## src/rtl/mii_net_pkg.sv

```systemverilog
// Shared MII receive/transmit constants, decoder state encoding and the
// reflected byte-wide CRC-32 step.
package mii_net_pkg;
  localparam logic [31:0] CRC_POLY    = 32'hEDB88320;
  localparam logic [31:0] CRC_INIT    = 32'hFFFFFFFF;
  localparam logic [31:0] CRC_RESIDUE = 32'hDEBB20E3;

  localparam logic [3:0] NIB_PRE = 4'h5;
  localparam logic [3:0] NIB_SFD = 4'hD;

  localparam int MTU_DEF       = 1518;
  localparam int MIN_FRAME_DEF = 64;

  localparam int ST_CRC   = 0;
  localparam int ST_PHY   = 1;
  localparam int ST_ALIGN = 2;
  localparam int ST_LEN   = 3;

  typedef enum logic [1:0] {DRAIN, IDLE, PREAMBLE, DATA} dec_state_e;

  function automatic logic [31:0] crc32_byte(input logic [31:0] c, input logic [7:0] d);
    logic [31:0] r;
    r = c;
    for (int i = 0; i < 8; i++)
      r = (r[0] ^ d[i]) ? ((r >> 1) ^ CRC_POLY) : (r >> 1);
    return r;
  endfunction
endpackage

```

## src/rtl/mii_net_crc32.sv

```systemverilog
// Byte-wide running CRC-32 (reflected, uncomplemented register).
module mii_net_crc32
  import mii_net_pkg::*;
(
  input  logic        clk,
  input  logic        reset,
  input  logic        init,
  input  logic        en,
  input  logic [7:0]  data,
  output logic [31:0] crc
);
  always_ff @(posedge clk) begin
    if (reset || init) crc <= CRC_INIT;
    else if (en)       crc <= crc32_byte(crc, data);
  end
endmodule

```

## src/rtl/mii_phy_decoder.sv

```systemverilog
// MII receive decoder: strips preamble/SFD, assembles bytes, holds back the
// FCS through a 5-byte delay line and reports per-frame status.
module mii_phy_decoder
  import mii_net_pkg::*;
#(
  parameter int MTU       = MTU_DEF,
  parameter int MIN_FRAME = MIN_FRAME_DEF
) (
  input  logic        i_clk,
  input  logic        i_reset,
  input  logic        enet_rx_stb,
  input  logic        enet_rx_dv,
  input  logic        enet_rx_er,
  input  logic [3:0]  enet_rx_data,
  output logic        rx_valid,
  output logic [7:0]  rx_data,
  output logic        rx_last,
  output logic        rx_done,
  output logic [3:0]  rx_status,
  output logic [10:0] rx_len
);
  localparam logic [10:0] MTU_W  = 11'(MTU);
  localparam logic [10:0] MIN_W  = 11'(MIN_FRAME);
  // Oldest byte in a full line has index count-5; it is emitted only below MTU-4.
  localparam logic [10:0] EMIT_W = 11'(MTU + 1);

  dec_state_e       state, state_nxt;
  logic             frame_start, nib_take, byte_push, frame_end;
  logic             phase, phy_err;
  logic [3:0]       lo_nib;
  logic [10:0]      count, cnt_cap, len_calc;
  logic [2:0]       fill;
  logic [4:0][7:0]  dly;
  logic [31:0]      crc;
  logic [7:0]       byte_in;

  assign byte_in = {enet_rx_data, lo_nib};

  always_ff @(posedge i_clk) begin
    if (i_reset) state <= DRAIN;
    else         state <= state_nxt;
  end

  always_comb begin
    state_nxt = state;
    if (enet_rx_stb) begin
      unique case (state)
        DRAIN:    if (!enet_rx_dv) state_nxt = IDLE;
        IDLE:     if (enet_rx_dv)
                    state_nxt = (enet_rx_data == NIB_PRE) ? PREAMBLE : DRAIN;
        PREAMBLE: if (!enet_rx_dv)                 state_nxt = IDLE;
                  else if (enet_rx_data == NIB_SFD) state_nxt = DATA;
                  else if (enet_rx_data != NIB_PRE) state_nxt = DRAIN;
        DATA:     if (!enet_rx_dv) state_nxt = IDLE;
        default:  state_nxt = DRAIN;
      endcase
    end
  end

  always_comb begin
    frame_start = enet_rx_stb && state == PREAMBLE && enet_rx_dv && enet_rx_data == NIB_SFD;
    nib_take    = enet_rx_stb && state == DATA && enet_rx_dv;
    byte_push   = nib_take && phase;
    frame_end   = enet_rx_stb && state == DATA && !enet_rx_dv;
    cnt_cap     = (count > MTU_W) ? MTU_W : count;
    len_calc    = (cnt_cap < 11'd4) ? 11'd0 : cnt_cap - 11'd4;
  end

  mii_net_crc32 u_crc (
    .clk   (i_clk),
    .reset (i_reset),
    .init  (frame_start),
    .en    (byte_push),
    .data  (byte_in),
    .crc   (crc)
  );

  always_ff @(posedge i_clk) begin
    if (i_reset) begin
      rx_valid  <= 1'b0;
      rx_data   <= '0;
      rx_last   <= 1'b0;
      rx_done   <= 1'b0;
      rx_status <= '0;
      rx_len    <= '0;
      phase     <= 1'b0;
      phy_err   <= 1'b0;
      lo_nib    <= '0;
      count     <= '0;
      fill      <= '0;
      dly       <= '0;
    end else begin
      rx_valid  <= 1'b0;
      rx_last   <= 1'b0;
      rx_done   <= 1'b0;
      rx_status <= '0;
      rx_len    <= '0;
      if (frame_start) begin
        phase   <= 1'b0;
        phy_err <= 1'b0;
        count   <= '0;
        fill    <= '0;
      end
      if (nib_take) begin
        phase <= ~phase;
        if (!phase)     lo_nib  <= enet_rx_data;
        if (enet_rx_er) phy_err <= 1'b1;
      end
      if (byte_push) begin
        if (count != 11'h7FF) count <= count + 11'd1;
        dly <= {dly[3:0], byte_in};
        if (fill != 3'd5) fill <= fill + 3'd1;
        else if (count < EMIT_W) begin
          rx_valid <= 1'b1;
          rx_data  <= dly[4];
        end
      end
      if (frame_end) begin
        rx_done             <= 1'b1;
        rx_status[ST_CRC]   <= (crc != CRC_RESIDUE);
        rx_status[ST_PHY]   <= phy_err;
        rx_status[ST_ALIGN] <= phase;
        rx_status[ST_LEN]   <= (count < MIN_W) || (count > MTU_W);
        rx_len              <= len_calc;
        if (fill == 3'd5 && count < EMIT_W) begin
          rx_valid <= 1'b1;
          rx_last  <= 1'b1;
          rx_data  <= dly[4];
        end
      end
    end
  end
endmodule

```

## config.mk

```make
export PLATFORM = sky130hd
export DESIGN_NAME = mii_phy_decoder
export DESIGN_NICKNAME = d
export VERILOG_FILES = /design/src/rtl/mii_net_pkg.sv /design/src/rtl/mii_net_crc32.sv /design/src/rtl/mii_phy_decoder.sv
export SDC_FILE = /design/constraint.sdc
export NUM_CORES = 1
export LEC_CHECK = 0
export CAP_MARGIN = 10
export CELL_PAD_IN_SITES_DETAIL_PLACEMENT = 0
export CELL_PAD_IN_SITES_GLOBAL_PLACEMENT = 2
export CORE_UTILIZATION = 37
export CTS_CLUSTER_SIZE = 12
export DETAILED_ROUTE_END_ITERATION = 10
export GPL_ROUTABILITY_DRIVEN = 0
export PLACE_DENSITY = 0.88
export SYNTH_ARGS = -nofsm -noshare
export SYNTH_HDL_FRONTEND = slang
export SYNTH_SLANG_ARGS = --single-unit
```

## constraint.sdc

```tcl
create_clock -name i_clk -period 2.49 [get_ports i_clk]
set_clock_uncertainty 0.1 [all_clocks]
set_input_delay 0.498 -clock i_clk [delete_from_list [all_inputs] [get_ports i_clk]]
set_output_delay 0.498 -clock i_clk [all_outputs]
set_load 0.01 [all_outputs]
```

After elaboration in Yosys (flattened, before gate mapping)
Index checks and enable logic that the tools add are counted.
- output and inout port bits: 26
- input bits: 9
- register bits: 120
- logic and storage cells: 113
- muxes and demuxes: 39
- bitwise gates (word level): 18
- reduce and logical (&&, ||, !) cells: 18
- $lt $le $gt $ge: 4
- equality and inequality tests: 13
- add/subtract/negate cells: 3
- operators by type and width (operator ; count):
    2-to-1 mux 32 bit ; 8
    inverter 13 -> 14 bit ; 8
    2-to-1 mux 11 bit ; 4
    2-to-1 mux 8 bit ; 5
    inequality test 32 bit, second input constant ; 1
    2-to-1 mux 1 bit ; 12
    2-to-1 mux 2 bit ; 6
    adder 11 x 1 -> 11 bit, second input constant ; 1
    greater-than comparator 11 bit, second input constant ; 1
    < comparator 11 bit, second input constant ; 1
    < comparator 11 x 3 -> 1 bit, second input constant ; 1
    < comparator 11 x 7 -> 1 bit, second input constant ; 1
    inequality test 11 bit, second input constant ; 1
    subtractor 11 x 3 -> 11 bit, second input constant ; 1
    2-to-1 mux 3 bit ; 3
    logical AND 1 bit ; 8
    inequality test 4 x 3 -> 1 bit, second input constant ; 2
    bitwise XOR 1 bit ; 8
    case mux 2 bit (3 select lines) ; 1
    equality test 2 bit, second input constant ; 2
    equality test 4 x 3 -> 1 bit, second input constant ; 1
    equality test 4 bit, second input constant ; 1
    inequality test 2 bit, second input constant ; 2
    AND reduction 4 bit ; 1
    other kinds (12) ; 15

Longest topological paths before layout
Gate-level depths: netlist of the first run.
- depth in word-level cells: 16
- gate-level depth with buffers: 10
- depth with buffers taken out: 9

Modules after synthesis
From an unflattened synthesis of the first run, not the netlist that was laid out.
- cell total of the unflattened synthesis: 638
- area total of the unflattened synthesis: 5635.4 um^2
- modules (own cells, without submodules) (module ; instances ; sequential area each (um^2) ; area an instance (um^2) ; cells an instance):
    mii_phy_decoder ; 1 ; 1761.7 ; 3696.0 ; 443
    mii_net_crc32 ; 1 ; 640.6 ; 1939.4 ; 195

Worst setup path after synthesis of the first run
Ideal clock, no wire load.
- path kind: reg2reg
- start: reg count[8]
- end: reg rx_len[8]
- library setup time: 0.072 ns
- data required time: 2.318 ns
- path slack: 0.246 ns
- arrival: 2.072 ns
- path buffers: 1
- clock period less this slack: 2.244 ns
- cell stages (with the launch flop): 11
- cell sequence: dfxtp_1 > clkbuf_1 > and4_1 > a21oi_1 > nor2_1 > nor2_1 > ha_1 > nor3b_1 > nand2_1 > xor2_1 > a21oi_1
- longest elaborated chain between the ends: 4
- elaborated cells between the ends (all ways): 5
- those cells by class: 1 x add/sub; 2 x order compare; 1 x mux; 1 x reduce/logical
- RTL lines (element ; line ; text):
    from (decl) ; mii_phy_decoder.sv:31 ; logic [10:0] count, cnt_cap, len_calc;
    from (signal assigned) ; mii_phy_decoder.sv:110 ; if (count != 11'h7FF) count <= count + 11'd1;
    greater-than comparator 11 bit ; mii_phy_decoder.sv:65 ; cnt_cap = (count > MTU_W) ? MTU_W : count;
    2-to-1 mux 11 bit (*) ; mii_phy_decoder.sv:65 ;
    < comparator 11 x 3 -> 1 bit ; mii_phy_decoder.sv:66 ; len_calc = (cnt_cap < 11'd4) ? 11'd0 : cnt_cap - 11'd4;
    OR reduction 3 bit (no line) ; n/a ;
    to (signal assigned) ; mii_phy_decoder.sv:124 ; rx_len <= len_calc;
    to (decl) ; mii_phy_decoder.sv:20 ; output logic [10:0] rx_len
Every way passes the cells marked *; elsewhere a longest branch is shown, timed or not.
A chain may end at the register's enable or synchronous reset.

Worst setup path in the final report of the first run
- start: in enet_rx_data[3]
- end: reg state[0]
- longest elaborated chain between the ends: 4
- elaborated cells between the ends (all ways): 7
- those cells by class: 3 x eq/ne; 3 x mux; 1 x reduce/logical
- RTL lines (element ; line ; text):
    from (decl) ; mii_phy_decoder.sv:14 ; input logic [3:0] enet_rx_data,
    equality test 4 bit ; mii_phy_decoder.sv:52 ; else if (enet_rx_data == NIB_SFD) state_nxt = DATA;
    2-to-1 mux 2 bit ; mii_phy_decoder.sv:52 ;
    2-to-1 mux 2 bit ; mii_phy_decoder.sv:51 ; PREAMBLE: if (!enet_rx_dv) state_nxt = IDLE;
    case mux 2 bit (3 select lines) ; mii_phy_decoder.sv:47 ; unique case (state)
    to (signal assigned) ; mii_phy_decoder.sv:41 ; else state <= state_nxt;
    to (decl) ; mii_phy_decoder.sv:27 ; dec_state_e state, state_nxt;
Parallel ways exist; a longest one is shown, timed or not.

==> results of run 1 <==
## report_power, final
group	switching (µW)	internal (µW)	leakage, µW
clock	866	1680	0.000299
combinational	134	123	0.00140
sequential	7.42	1930	0.000968
## path summary, 6_finish.rpt
kind	to	cells past startpoint
hold / removal	phy_err	2
setup reg to reg	rx_len[8]	10
setup / recovery	state[0]	8
hold reg to reg	dly[23]	2
## cells by family after synthesis
family | after synthesis | share of synthesized area
AND/OR/NAND/NOR | 222 | 0.1866
AO/OA/AOI/OAI | 127 | 0.1354
flip-flops | 120 | 0.4445
XOR/XNOR | 75 | 0.1528
buffers and inverters | 51 | 0.03797
multiplexers | 13 | 0.02408
adder cells (fa/ha/maj) | 8 | 0.01852
## per-layer routing
layer  routed length (µm)  global-route usage
met4                  206             0.07470
met3                  430             0.04926
met5                    0                   0
met1                 5562              0.2140
met2                 5605              0.2728
## worst register-to-register path: stages, from the launching register on
cell and delay, ps:
dfxtp_1 430, a41o_1 250, a21oi_2 100, nor2_1 350
nor2_1 80, ha_1 230, nor3b_1 140, buf_4 140
nand2_1 70, xor2_1 150, a21oi_1 80
## timing repair
| item | CTS | global route |
|---|---|---|
| hold buffers | 0 | 0 |
| gates resized for setup | 0 | 2 |
| endpoints found under the setup margin | 0 | 8 |
## per-stage QoR
step,setup slack [ps],util
floorplan,246.2,-
global placement,-137.5,0.4388
detailed placement,-196.3,0.4388
CTS,122.6,0.4833
global route,32.85,0.4836
finish,221.1,0.4836
## layout make-up
type | instances | area, µm² | share of cell area
clock buffer | 22 | 484.2 | 0.07131
clock inverter | 10 | 140.1 | 0.02064
inverter | 9 | 33.78 | 0.004975
multi-input combinational | 445 | 2801 | 0.4126
sequential | 120 | 2402 | 0.3538
tap | 180 | 225.2 | 0.03317
timing repair buffer | 73 | 703.2 | 0.1036
## state kept, by name (all words and copies together), names as in the netlist
| name | cells |
|---|---|
| rx_last | 1 |
| phy_err | 1 |
| rx_done | 1 |
| lo_nib | 4 |
| rx_status | 4 |
| dly | 40 |
| rx_valid | 1 |
| fill | 3 |
| phase | 1 |
| rx_len | 11 |
| state | 2 |
| count | 11 |
| u_crc.crc | 32 |
| rx_data | 8 |
## cell usage in the layout (no fill, tap or decap), drive strengths merged, types with 4 or more instances in the layout
cell and instances:
dfxtp 120, nand2 117, a21oi 72, xnor2 50
nor2 41, buf 40, clkdlybuf4s50 33, xor2 25
clkbuf 22, o211ai 21, o21ai 17, mux2i 13
nor3 12, inv 11, nand3 8, nand4 8
ha 8, a31oi 6, nor4 5, a211oi 4
==> results.py, run 1 <==
metrics = {
    "worst_setup_path": {
        "worstSetupStartpointType": "input port",
        "worstPathCellList": "clkdlybuf4s50_1 -> buf_4 -> nor4bb_1 -> buf_4 -> a21oi_1 -> a31oi_1 -> mux2i_1 -> nor2_1",
        "cp_common_cell": "buf_4",
        "reg2reg_from": "count[0]",
        "startpoint": "enet_rx_data[3]",
        "crit_required_ps": 2680,
        "critPathMaxFanout": 3,
        "worst-path-buf-inv": 3,
        "slowest_stage": "clkdlybuf4s50_1",
        "path_class": "in -> reg",
        "cp_data_arrival_time_ps": 2460,
        "r2r_setup_slack_ps": 230,
        "crit_family": "buffers and inverters",
        "setup.worst_path.end_class": "flip-flop",
        "critPathMaxStageDelay_ps": 520,
    },
    "clock_network": {
        "cts_setup_buffers": 0,
        "clock_sinks": 120,
        "cts_buffers": 17,
        "cts_buffer_depth": 2,
        "clk_latency_ps": 410,
        "clkTransAtPathRegs_ps": 50,
        "cts-root-buf": "clkbuf_16",
        "cts_tree": "done",
        "htree_levels": 4,
    },
    "global_route": {
        "grt_usage": 0.1711,
        "grt_pass1_wl_mm": 19.64,
        "antenna_found_initial": 0,
        "grt_max_degree": 52,
        "grt_pass1_vias": 4023,
        "overflow": 0,
    },
    "yosys": {
        "ys_seq_area_frac": 0.4445,
        "synth_nets": 633,
        "synthFlopType": "dfxtp_1",
        "synth_commonest_cells": "dfxtp_1 (120), nand2_1 (117), a21oi_1 (72)",
        "yosys_warnings": 0,
        "avgSynthCellArea_um2": 8.773,
        "synth_top_cell_by_area": "dfxtp_1",
        "synth_edf_count": 0,
        "syn-cell-area_um2": 5404,
        "yosysMostFrequentCell": "dfxtp_1",
        "syn_inst": 616,
        "synth_area_leaders": "dfxtp_1 (44%), nand2_1 (8.1%), a21oi_1 (6.7%)",
        "synth_top_area_frac": 0.4445,
        "yosysUniqueCellTypes": 45,
        "ys_ff_latch": 120,
        "synthArstFlopShare": 0,
    },
    "die": {
        "coreArea_um2": 14040,
        "io_pins": 35,
        "rows": 43,
        "die_h_um": 122.9,
        "dieWidth_um": 122.9,
        "dieArea_um2": 15090,
        "start_util": 0.3848,
    },
    "routing": {
        "num_vias": 4231,
        "drtIter0Drc": 235,
        "dr.pass1.iters": 5,
        "drc": 0,
        "routedWlPerCell_um": 13.74,
        "ant_nets": 0,
        "viasPerCell": 4.925,
        "wirelength_mm": 11.80,
    },
    "layout": {
        "drive_gt1_frac": 0.1370,
        "syn_to_final_growth_pct": 25.65,
        "fin_nets": 683,
        "nFillCells": 1333,
        "finalNonFillerCells": 859,
        "insertedDiodeCount": 0,
        "stdcell_area_um2": 6790,
    },
    "power": {
        "total_power_uw": 4740,
        "leakagePower_uw": 0.002665,
        "vdd_drop_max_mv": 0.4588,
        "power_density_nw_per_um2": 698.0,
    },
    "place": {
        "io_buffers": 34,
        "placed_area_um2": 6162,
        "dpl.hpwl_mm": 8.057,
        "dp.cells": 827,
    },
    "timing": {
        "period_share": 0.9112,
        "timing.final.hold_violations": 0,
        "worst_pin_slew_ps": 607.9,
        "rsz0062_at_grt": "false",
        "min_period_ps": 2269,
        "whs_ps": 260.1,
        "fmax_ghz": 0.4407,
        "setup_viol": 0,
        "setup_tns_ps": 0,
        "relSlewSlack": 0.5918,
        "drv_slew": 0,
    },
    "status": {
        "status": "finished clean",
    },
    "min_path": {
        "hold_class": "in -> reg",
        "hold_start": "i_reset",
    },
    "run": {
        "max_cap_violations": 0,
    },
}
Note: power is estimated with default switching activity, not from simulation.
==> inputs of run 2 (changes only) <==
==> constraint.sdc (replaced) <==
create_clock -name i_clk -period 2.15 [get_ports i_clk]
set_clock_uncertainty 0.1 [all_clocks]
set_input_delay 0.43 -clock i_clk [delete_from_list [all_inputs] [get_ports i_clk]]
set_output_delay 0.43 -clock i_clk [all_outputs]
set_load 0.01 [all_outputs]
==> run 2 against run 1 <==
  * Hold slack better by 88 ps
  * Die area stayed put
  * Sequential share of layout area is 0.68 points lower
  * Sequential power is 16% higher
  * Critical path depth is 2 lower
  * Sequential cell count stayed put
  * Clock-buffer cell count is 3 lower
  * Routed wire length is 1.8% higher
  * Critical path type is now reg -> reg
  * Critical endpoint is now count[2]
==> results.py, run 2 (same netlist as run 1, synthesis figures left out) <==
metrics = {
    "worst_setup_path": {
        "ff2ff_path_depth": 6,
        "crit_required_ps": 2400,
        "cp_data_arrival_time_ps": 2290,
        "r2r_setup_slack_ps": 110,
        "worstSetupStartpointType": "flip-flop",
        "setup.worst_path.end_class": "flip-flop",
        "reg2reg_from": "state[0]",
        "r2r-end": "count[2]",
        "critPathMaxFanout": 6,
        "path_class": "reg -> reg",
    },
    "power": {
        "seqPwrFrac": 0.423,
        "vdd_drop_max_mv": 0.4940,
        "combPwrFrac": 0.059,
        "p_clk_frac": 0.518,
        "power_density_nw_per_um2": 764.7,
        "intPower_uw": 4104,
        "total_power_uw": 5294,
        "p_sw_uw": 1190,
        "leakagePower_uw": 0.002764,
        "p_sw_frac": 0.2247,
    },
    "routing": {
        "dr.pass1.iters": 5,
        "drc": 0,
        "ant_nets": 0,
        "num_vias": 4332,
        "wirelength_mm": 12.01,
        "viasPerCell": 4.895,
        "routedWlPerCell_um": 13.58,
        "drtIter0Drc": 223,
    },
    "timing": {
        "period_share": 0.9490,
        "timing.final.hold_violations": 0,
        "worst_pin_slew_ps": 617.6,
        "fin_ws_ps": 109.7,
        "rsz0062_at_grt": "false",
        "setup_tns_ps": 0,
        "min_period_ps": 2040,
        "relSlewSlack": 0.5853,
        "fmax_ghz": 0.4901,
        "drv_slew": 0,
        "setup_viol": 0,
    },
    "min_path": {
        "hold_end": "dly[24]",
        "hold_start": "dly[16]",
        "hold_class": "reg -> reg",
        "hold_depth": 2,
    },
    "clock_network": {
        "cts_setup_buffers": 0,
        "clk_latency_ps": 420,
        "clkTransAtPathRegs_ps": 60,
        "ctsHoldBuffers": 0,
        "clock_sinks": 120,
        "htree_levels": 4,
        "cts-root-buf": "clkbuf_16",
        "cts_tree": "done",
        "cts_buffer_depth": 2,
        "cts_buffers": 17,
    },
    "layout": {
        "finalNonFillerCells": 885,
        "final_common_cell": "dfxtp_1",
        "layout_common_cells": "dfxtp_1 (120), nand2_1 (117), a21oi_1 (71)",
        "largest_reg_flops": 40,
        "fin_util": 0.4930,
        "syn_to_final_growth_pct": 28.11,
        "fin_nets": 709,
        "insertedDiodeCount": 0,
        "drive_gt1_frac": 0.1716,
        "top_register": "dly",
        "top_regs": "dly: 40 flops, u_crc.crc: 32 flops",
    },
    "global_route": {
        "overflow": 0,
        "grt_max_degree": 52,
        "grt_usage": 0.1788,
        "antenna_found_initial": 0,
        "grt_pass1_vias": 4223,
        "grt_pass1_wl_mm": 20.52,
    },
    "place": {
        "dp.cells": 853,
        "pre_cts_slack_ps": -302.6,
        "dpl.hpwl_mm": 8.302,
        "io_buffers": 34,
    },
    "die": {
        "dieWidth_um": 122.9,
        "dieArea_um2": 15090,
        "io_pins": 35,
        "start_util": 0.3848,
        "coreArea_um2": 14040,
        "rows": 43,
        "die_h_um": 122.9,
    },
    "run": {
        "max_cap_violations": 0,
    },
    "status": {
        "status": "finished clean",
    },
}
==> run 2: changes by cell type in the layout (fill, tap and decap cells not counted), moves of 2 or more <==
cell and delta:
inv_6 -2, buf_12 -3, clkbuf_8 -3, clkinv_4 +2
clkinv_2 +4, buf_4 +28
==> run 2: layout make-up <==
type | count | area (µm²)
fillers | 1321 | 7119
multi-input cells | 445 | 2824
flip-flops and latches | 120 | 2402
repair buffers | 99 | 864.6
clock buffers | 19 | 442.9
well taps | 180 | 225.2
clock inverters | 13 | 130.1
inverters | 9 | 33.78
==> run 2: routing by layer <==
metal  track usage  part of all wire
met4       0.08460             0.020
met3       0.05576             0.036
met2        0.2816              0.47
met1        0.2213              0.47
met5             0                 0
==> run 2: worst max path at each step <==
stage          slack [ps]             from            end
2_1_floorplan          40         count[8]      rx_len[8]
3_3_place_gp         -230  enet_rx_data[1]       count[4]
3_5_place_dp         -300  enet_rx_data[1]       count[9]
4_1_cts                30         state[0]        fill[0]
5_1_grt                10  enet_rx_data[2]  u_crc.crc[26]
6_report              110         state[0]       count[2]
==> run 2: power by group through the flow <==
stage / Clock, µW / Combinational (µW) / Sequential, µW
CTS: 2810 / 315 / 2240
global route: 2900 / 338 / 2240
detailed placement: 0 / 310 / 2290
floorplan: 0 / 193 / 2290
finish: 2740 / 313 / 2240
global placement: 0 / 304 / 2290
==> run 2: worst max-delay path, stage by stage, from the launching register on <==
cell and delay, ps:
dfxtp_1 410, ha_1 240, and4_1 300, o31ai_4 120
buf_4 170, or3b_2 460, a21oi_1 160
==> run 2: timing repair <==
action | CTS | global route
endpoints found under the setup margin | 4 | 12
hold endpoints to repair | 0 | 0
resized for setup | 1 | 6
==> run 2: per-stage QoR <==
stage / hold slack, ps / cell area [µm²]
3_3_place_gp: 340.3 / 6324
2_1_floorplan: 329.6 / 5409
6_report: 348.2 / 6923
5_1_grt: 363.9 / 6923
4_1_cts: 347.1 / 6897
3_5_place_dp: 344.7 / 6324
==> inputs of run 3 (changes only) <==
--- a/config.mk
+++ b/config.mk
@@ -12,7 +12,8 @@
 export CTS_CLUSTER_SIZE = 12
 export DETAILED_ROUTE_END_ITERATION = 10
 export GPL_ROUTABILITY_DRIVEN = 0
-export PLACE_DENSITY = 0.88
+export MAX_ROUTING_LAYER = met4
+export PLACE_DENSITY_LB_ADDON = 0.1
 export SYNTH_ARGS = -nofsm -noshare
 export SYNTH_HDL_FRONTEND = slang
 export SYNTH_SLANG_ARGS = --single-unit
==> run 3 against run 2 <==
  * Final area up 0.33%
  * Largest power group unchanged
  * Global-route usage increased by 0.73 points
  * Critical path type is now in -> reg
  * Via count is 0.25% higher
==> results.py, run 3 (same netlist as run 1, synthesis figures left out) <==
metrics = {
    "worst_setup_path": {
        "worst-path-buf-inv": 3,
        "worstPathCellList": "clkdlybuf4s50_1 -> buf_4 -> nor4bb_2 -> buf_4 -> a21oi_1 -> a31oi_2 -> mux2i_1 -> nor2_1",
        "cp_common_cell": "buf_4",
        "slowest_stage": "clkdlybuf4s50_1",
        "setup.worst_path.end_class": "flip-flop",
        "crit_family": "buffers and inverters",
        "path_class": "in -> reg",
        "worstSetupStartpointType": "input port",
        "crit_required_ps": 2330,
        "critPathMaxStageDelay_ps": 520,
        "critPathMaxFanout": 3,
        "cp_data_arrival_time_ps": 2240,
    },
    "power": {
        "combPwrFrac": 0.060,
        "leakagePower_uw": 0.002764,
        "p_sw_uw": 1135,
        "p_clk_frac": 0.517,
        "vdd_drop_max_mv": 0.5079,
        "p_sw_frac": 0.2139,
        "seqPwrFrac": 0.422,
        "intPower_uw": 4171,
        "power_density_nw_per_um2": 764.0,
    },
    "routing": {
        "num_vias": 4343,
        "dr.pass1.iters": 5,
        "drtIter0Drc": 247,
        "wirelength_mm": 12.41,
        "ant_nets": 0,
        "viasPerCell": 4.913,
        "drc": 0,
        "routedWlPerCell_um": 14.04,
    },
    "timing": {
        "period_share": 0.9567,
        "fmax_ghz": 0.4862,
        "relSlewSlack": 0.5822,
        "rsz0062_at_grt": "false",
        "setup_viol": 0,
        "min_period_ps": 2057,
        "whs_ps": 348.7,
        "drv_slew": 0,
        "worst_pin_slew_ps": 622.3,
        "timing.final.hold_violations": 0,
    },
    "place": {
        "placed_area_um2": 6345,
        "io_buffers": 34,
        "dpl.hpwl_mm": 8.868,
        "dp.cells": 854,
    },
    "die": {
        "dieArea_um2": 15090,
        "die_h_um": 122.9,
        "io_pins": 35,
        "coreArea_um2": 14040,
        "dieWidth_um": 122.9,
        "rows": 43,
        "start_util": 0.3848,
    },
    "layout": {
        "syn_to_final_growth_pct": 28.53,
        "stdcell_area_um2": 6945,
        "largest_reg_flops": 40,
        "finalNonFillerCells": 884,
        "insertedDiodeCount": 0,
        "layout_common_cells": "dfxtp_1 (119), nand2_1 (117), a21oi_1 (71)",
        "drive_gt1_frac": 0.1733,
        "fin_nets": 710,
        "top_regs": "dly: 40 flops, u_crc.crc: 32 flops",
        "final_common_cell": "dfxtp_1",
        "top_register": "dly",
        "fin_util": 0.4946,
    },
    "global_route": {
        "grt_usage": 0.1861,
        "overflow": 0,
        "grt_max_degree": 55,
        "grt_pass1_vias": 4042,
        "grt_pass1_wl_mm": 20.66,
        "antenna_found_initial": 0,
    },
    "status": {
        "status": "finished clean",
    },
    "clock_network": {
        "cts_buffer_depth": 2,
        "htree_levels": 4,
        "ctsHoldBuffers": 0,
        "cts_tree": "done",
        "clock_sinks": 120,
        "cts-root-buf": "clkbuf_16",
        "clkTransAtPathRegs_ps": 50,
        "cts_buffers": 17,
        "clk_latency_ps": 410,
    },
    "min_path": {
        "hold_class": "reg -> reg",
    },
    "run": {
        "max_cap_violations": 0,
    },
}
==> run 3: area by class of cell <==
cell class | count | area, µm²
fill | 1349 | 7097
multi-input combinational | 445 | 2829
sequential | 120 | 2404
timing repair buffer | 100 | 880.8
clock buffer | 23 | 478.0
tap | 180 | 225.2
clock inverter | 7 | 95.09
inverter | 9 | 33.78
==> run 3: per-stage QoR <==
stage	power, µW	setup WS (ps)	TNS (ps)
finish	5307	93.12	0
global route	5522	4.829	0
CTS	5377	47.71	0
detailed placement	2605	-459.7	-7977
global placement	2600	-401.3	-6559
floorplan	2479	35.75	0
==> run 3: repair_timing <==
item	4_1_cts	5_1_grt
endpoints found under the setup margin	3	11
setup buffers	0	0
resized for setup	2	6
==> run 3: final timing paths <==
check                   from       end  slack, ps  cells past startpoint
min                  dly[25]   dly[33]        350                      2
min reg2reg          dly[25]   dly[33]        350                      2
max reg2reg         count[1]  count[5]        160                      7
max          enet_rx_data[3]  state[0]         90                      8
==> run 3: worst reg2reg max path, delay by kind of cell (launching register included) <==
family	cells	cell delay (ps)
simple gates	3	460
buf+inv	1	180
flops	1	390
compound gates	2	590
fa+ha+maj	1	190
==> run 3: layer usage <==
metal	GRT usage	vias up	routed length, µm
met5	-	-	0
met4	0.06784	0	179
met3	0.04926	14	406
met2	0.2855	68	5843
met1	0.2342	2021	5985
li1	-	2240	-
==> run 3: power by group through the flow <==
| stage | Clock [µW] | Combinational [µW] | Sequential [µW] |
|---|---|---|---|
| floorplan | 0 | 193 | 2290 |
| global placement | 0 | 312 | 2290 |
| detailed placement | 0 | 317 | 2290 |
| CTS | 2820 | 321 | 2240 |
| global route | 2930 | 349 | 2240 |
| finish | 2740 | 321 | 2240 |
==> patch (config.mk and constraints of run 2) <==
Register the inputs `enet_rx_stb`, `enet_rx_dv`, `enet_rx_er` and `enet_rx_data` before use. The logic sees them one clock later.
--- a/src/rtl/mii_phy_decoder.sv
+++ b/src/rtl/mii_phy_decoder.sv
@@ -25,4 +25,16 @@
   localparam logic [10:0] EMIT_W = 11'(MTU + 1);
 
+  logic enet_rx_stb_q;
+  logic enet_rx_dv_q;
+  logic enet_rx_er_q;
+  logic [3:0] enet_rx_data_q;
+
+  always_ff @(posedge i_clk) begin
+    enet_rx_stb_q  <= enet_rx_stb;
+    enet_rx_dv_q   <= enet_rx_dv;
+    enet_rx_er_q   <= enet_rx_er;
+    enet_rx_data_q <= enet_rx_data;
+  end
+
   dec_state_e       state, state_nxt;
   logic             frame_start, nib_take, byte_push, frame_end;
@@ -35,5 +47,5 @@
   logic [7:0]       byte_in;
 
-  assign byte_in = {enet_rx_data, lo_nib};
+  assign byte_in = {enet_rx_data_q, lo_nib};
 
   always_ff @(posedge i_clk) begin
@@ -44,13 +56,13 @@
   always_comb begin
     state_nxt = state;
-    if (enet_rx_stb) begin
+    if (enet_rx_stb_q) begin
       unique case (state)
-        DRAIN:    if (!enet_rx_dv) state_nxt = IDLE;
-        IDLE:     if (enet_rx_dv)
-                    state_nxt = (enet_rx_data == NIB_PRE) ? PREAMBLE : DRAIN;
-        PREAMBLE: if (!enet_rx_dv)                 state_nxt = IDLE;
-                  else if (enet_rx_data == NIB_SFD) state_nxt = DATA;
-                  else if (enet_rx_data != NIB_PRE) state_nxt = DRAIN;
-        DATA:     if (!enet_rx_dv) state_nxt = IDLE;
+        DRAIN:    if (!enet_rx_dv_q) state_nxt = IDLE;
+        IDLE:     if (enet_rx_dv_q)
+                    state_nxt = (enet_rx_data_q == NIB_PRE) ? PREAMBLE : DRAIN;
+        PREAMBLE: if (!enet_rx_dv_q)                 state_nxt = IDLE;
+                  else if (enet_rx_data_q == NIB_SFD) state_nxt = DATA;
+                  else if (enet_rx_data_q != NIB_PRE) state_nxt = DRAIN;
+        DATA:     if (!enet_rx_dv_q) state_nxt = IDLE;
         default:  state_nxt = DRAIN;
       endcase
@@ -59,8 +71,8 @@
 
   always_comb begin
-    frame_start = enet_rx_stb && state == PREAMBLE && enet_rx_dv && enet_rx_data == NIB_SFD;
-    nib_take    = enet_rx_stb && state == DATA && enet_rx_dv;
+    frame_start = enet_rx_stb_q && state == PREAMBLE && enet_rx_dv_q && enet_rx_data_q == NIB_SFD;
+    nib_take    = enet_rx_stb_q && state == DATA && enet_rx_dv_q;
     byte_push   = nib_take && phase;
-    frame_end   = enet_rx_stb && state == DATA && !enet_rx_dv;
+    frame_end   = enet_rx_stb_q && state == DATA && !enet_rx_dv_q;
     cnt_cap     = (count > MTU_W) ? MTU_W : count;
     len_calc    = (cnt_cap < 11'd4) ? 11'd0 : cnt_cap - 11'd4;
@@ -104,6 +116,6 @@
       if (nib_take) begin
         phase <= ~phase;
-        if (!phase)     lo_nib  <= enet_rx_data;
-        if (enet_rx_er) phy_err <= 1'b1;
+        if (!phase)     lo_nib  <= enet_rx_data_q;
+        if (enet_rx_er_q) phy_err <= 1'b1;
       end
       if (byte_push) begin
Behaviour: not the same (Yosys sat finds a counterexample within 10 cycles, from zero or initial values and one cycle with i_reset high).
==> patch against run 2 <==
The run now ends with negative setup slack left; non-clock buffer count shrank 12; setup slack lost 140 ps; total power grew 7.7%; via count grew 2.0%; cell area grew 3.2%; worst hold slack lost 110 ps; cell count shrank 0.45%; area after synthesis grew 3.8%; synthesized cell count grew 0.49%; wire length grew 2.5%; sequential cell count grew 7; critical path type unchanged; highest routed layer unchanged.
==> patch: results (changes against run 2) <==
Drt
  • Via count: 4420 (+2.0%)
  • Routed wire length: 12.3 mm (+2.5%)
  • Wire length per cell: 14.0 µm (+3.0%)
  • Starting DRT DRC Count: 307 (+38%)
  • First drt pass iteration count: 6 (+1)

Min path
  • Min-delay src: i_reset
  • HP Class: in -> reg
  • Worst Hold Endpoint: fill[0]

Synth
  • Cells after Synth: 619 (+0.49%)
  • Top cells by area, synth: dfxtp_1, nand2_1, a21oi_1, xnor2_1, o211ai_1
  • Net Count, Synth: 636 (+0.47%)
  • Seq/Total Area, Yosys: 45.3% (+0.86 points)
  • Most frequent cells after synthesis: dfxtp_1, nand2_1, a21oi_1
  • Cell variety after synth: 51 (+13%)

Timing
  • Final setup vio count: 2 (+2)
  • Setup ws final: -33.8 ps (-144 ps)
  • Slew headroom: 56.1% (-2.5 points)

Status
  • Outcome: finished, violations left
  • Violated checks: negative setup slack

Placement
  • Detailed placement HPWL: 8.36 mm (+0.71%)
  • Cells after DPL: 848 (-0.59%)

GRT
  • Number of global-route vias before repair: 4213 (-0.24%)
  • Largest net degree at the start of global routing: 66 (+27%)
  • First-pass GRT wire length: 20.6 mm (+0.34%)
  • GRT Total Usage: 16.6% (-1.2 points)

Power
  • VDD IR max: 0.000538 V (+8.9%)
  • Switching Share: 21.7% (-0.77 points)
  • Pleak: 2.92 nW (+5.7%)

Critical path
  • Max FO, Critical Path: 4 (-2)
  • Max stage delay cell, worst path: or3b_4
  • Largest stage delay, worst path: 400 ps (-60 ps)
  • Arrival @ worst endpoint: 2400 ps (+110 ps)
  • Worst R2R Start: count[0]
  • Worst r2r dst: rx_len[10]
  • R2R depth: 10 (+4)

Clocking
  • CTS root buf: clkbuf_16
  • Clk buf depth: 2 (unchanged)
  • Clock Latency Late Sink: 420 ps (about the same)

Layout
  • Layout cells sized above 1: 16.9% (-0.23 points)
  • Nets@finish: 702 (-0.99%)
==> patch: per-stage QoR <==
step                cell area [µm²]  setup WS (ps)  hold WS, ps  setup TNS (ps)
detailed placement             6470          -36.9          344           -36.9
global placement               6470           18.6          337               0
global route                   7140           -127          243            -234
finish                         7140          -33.8          236           -64.7
CTS                            7100          -55.8          230           -55.8
floorplan                      5650          -86.3          330           -86.3
==> patch: timing repair <==
item / 4_1_cts / 5_1_grt
gates cloned: 0 / 0
pin swaps: 0 / 2
setup endpoints to repair: 1 / 10
buffers inserted: 0 / 2
gates resized for setup: 0 / 10
hold endpoints to repair: 0 / 0
hold buffers: 0 / 0
==> patch: area by class of cell <==
cell class | instances | area [µm²]
Sequential cell | 127 | 2540
Fill cell | 1431 | 7500
Timing Repair Buffer | 87 | 762
Multi-Input combinational cell | 441 | 2940
Clock inverter | 13 | 188
Tap cell | 184 | 230
Inverter | 11 | 41.3
Clock buffer | 18 | 439
==> patch: worst max-delay path by stage <==
stage          startpoint         end  slack [ps]  cells after the start
4_1_cts          count[0]  rx_len[10]         -60                     10
2_1_floorplan    count[7]  rx_len[10]         -90                     11
3_5_place_dp     count[0]  rx_len[10]         -40                     10
3_3_place_gp     count[0]  rx_len[10]          20                     10
6_report         count[0]  rx_len[10]         -30                     10
5_1_grt          count[0]  rx_len[10]        -130                     10
==> patch: power groups by stage <==
stage,sequential [W],clock [W],combinational (W)
finish,0.00238,0.00304,0.000277
detailed placement,0.00243,0,0.000275
CTS,0.00238,0.00310,0.000278
global placement,0.00243,0,0.000271
global route,0.00238,0.00321,0.000299
floorplan,0.00243,0,0.000198
==> patch: cells by family after synthesis <==
logic type	synth area share (%)
muxes	2.14
buffers and inverters	3.50
xor gates and xnor gates	15.7
DFF	45.3
adders and majority gates	1.78
and+or+nand+nor	17.9
AOI/OAI and AO/OA	13.7
==> patch: routing by layer <==
layer	vias up	GRT usage [%]	wire length (µm)
li1	2234	-	-
met1	2098	19.7	5610
met2	65	28.0	6060
met3	23	4.28	363
met4	0	8.25	280
met5	-	0	0
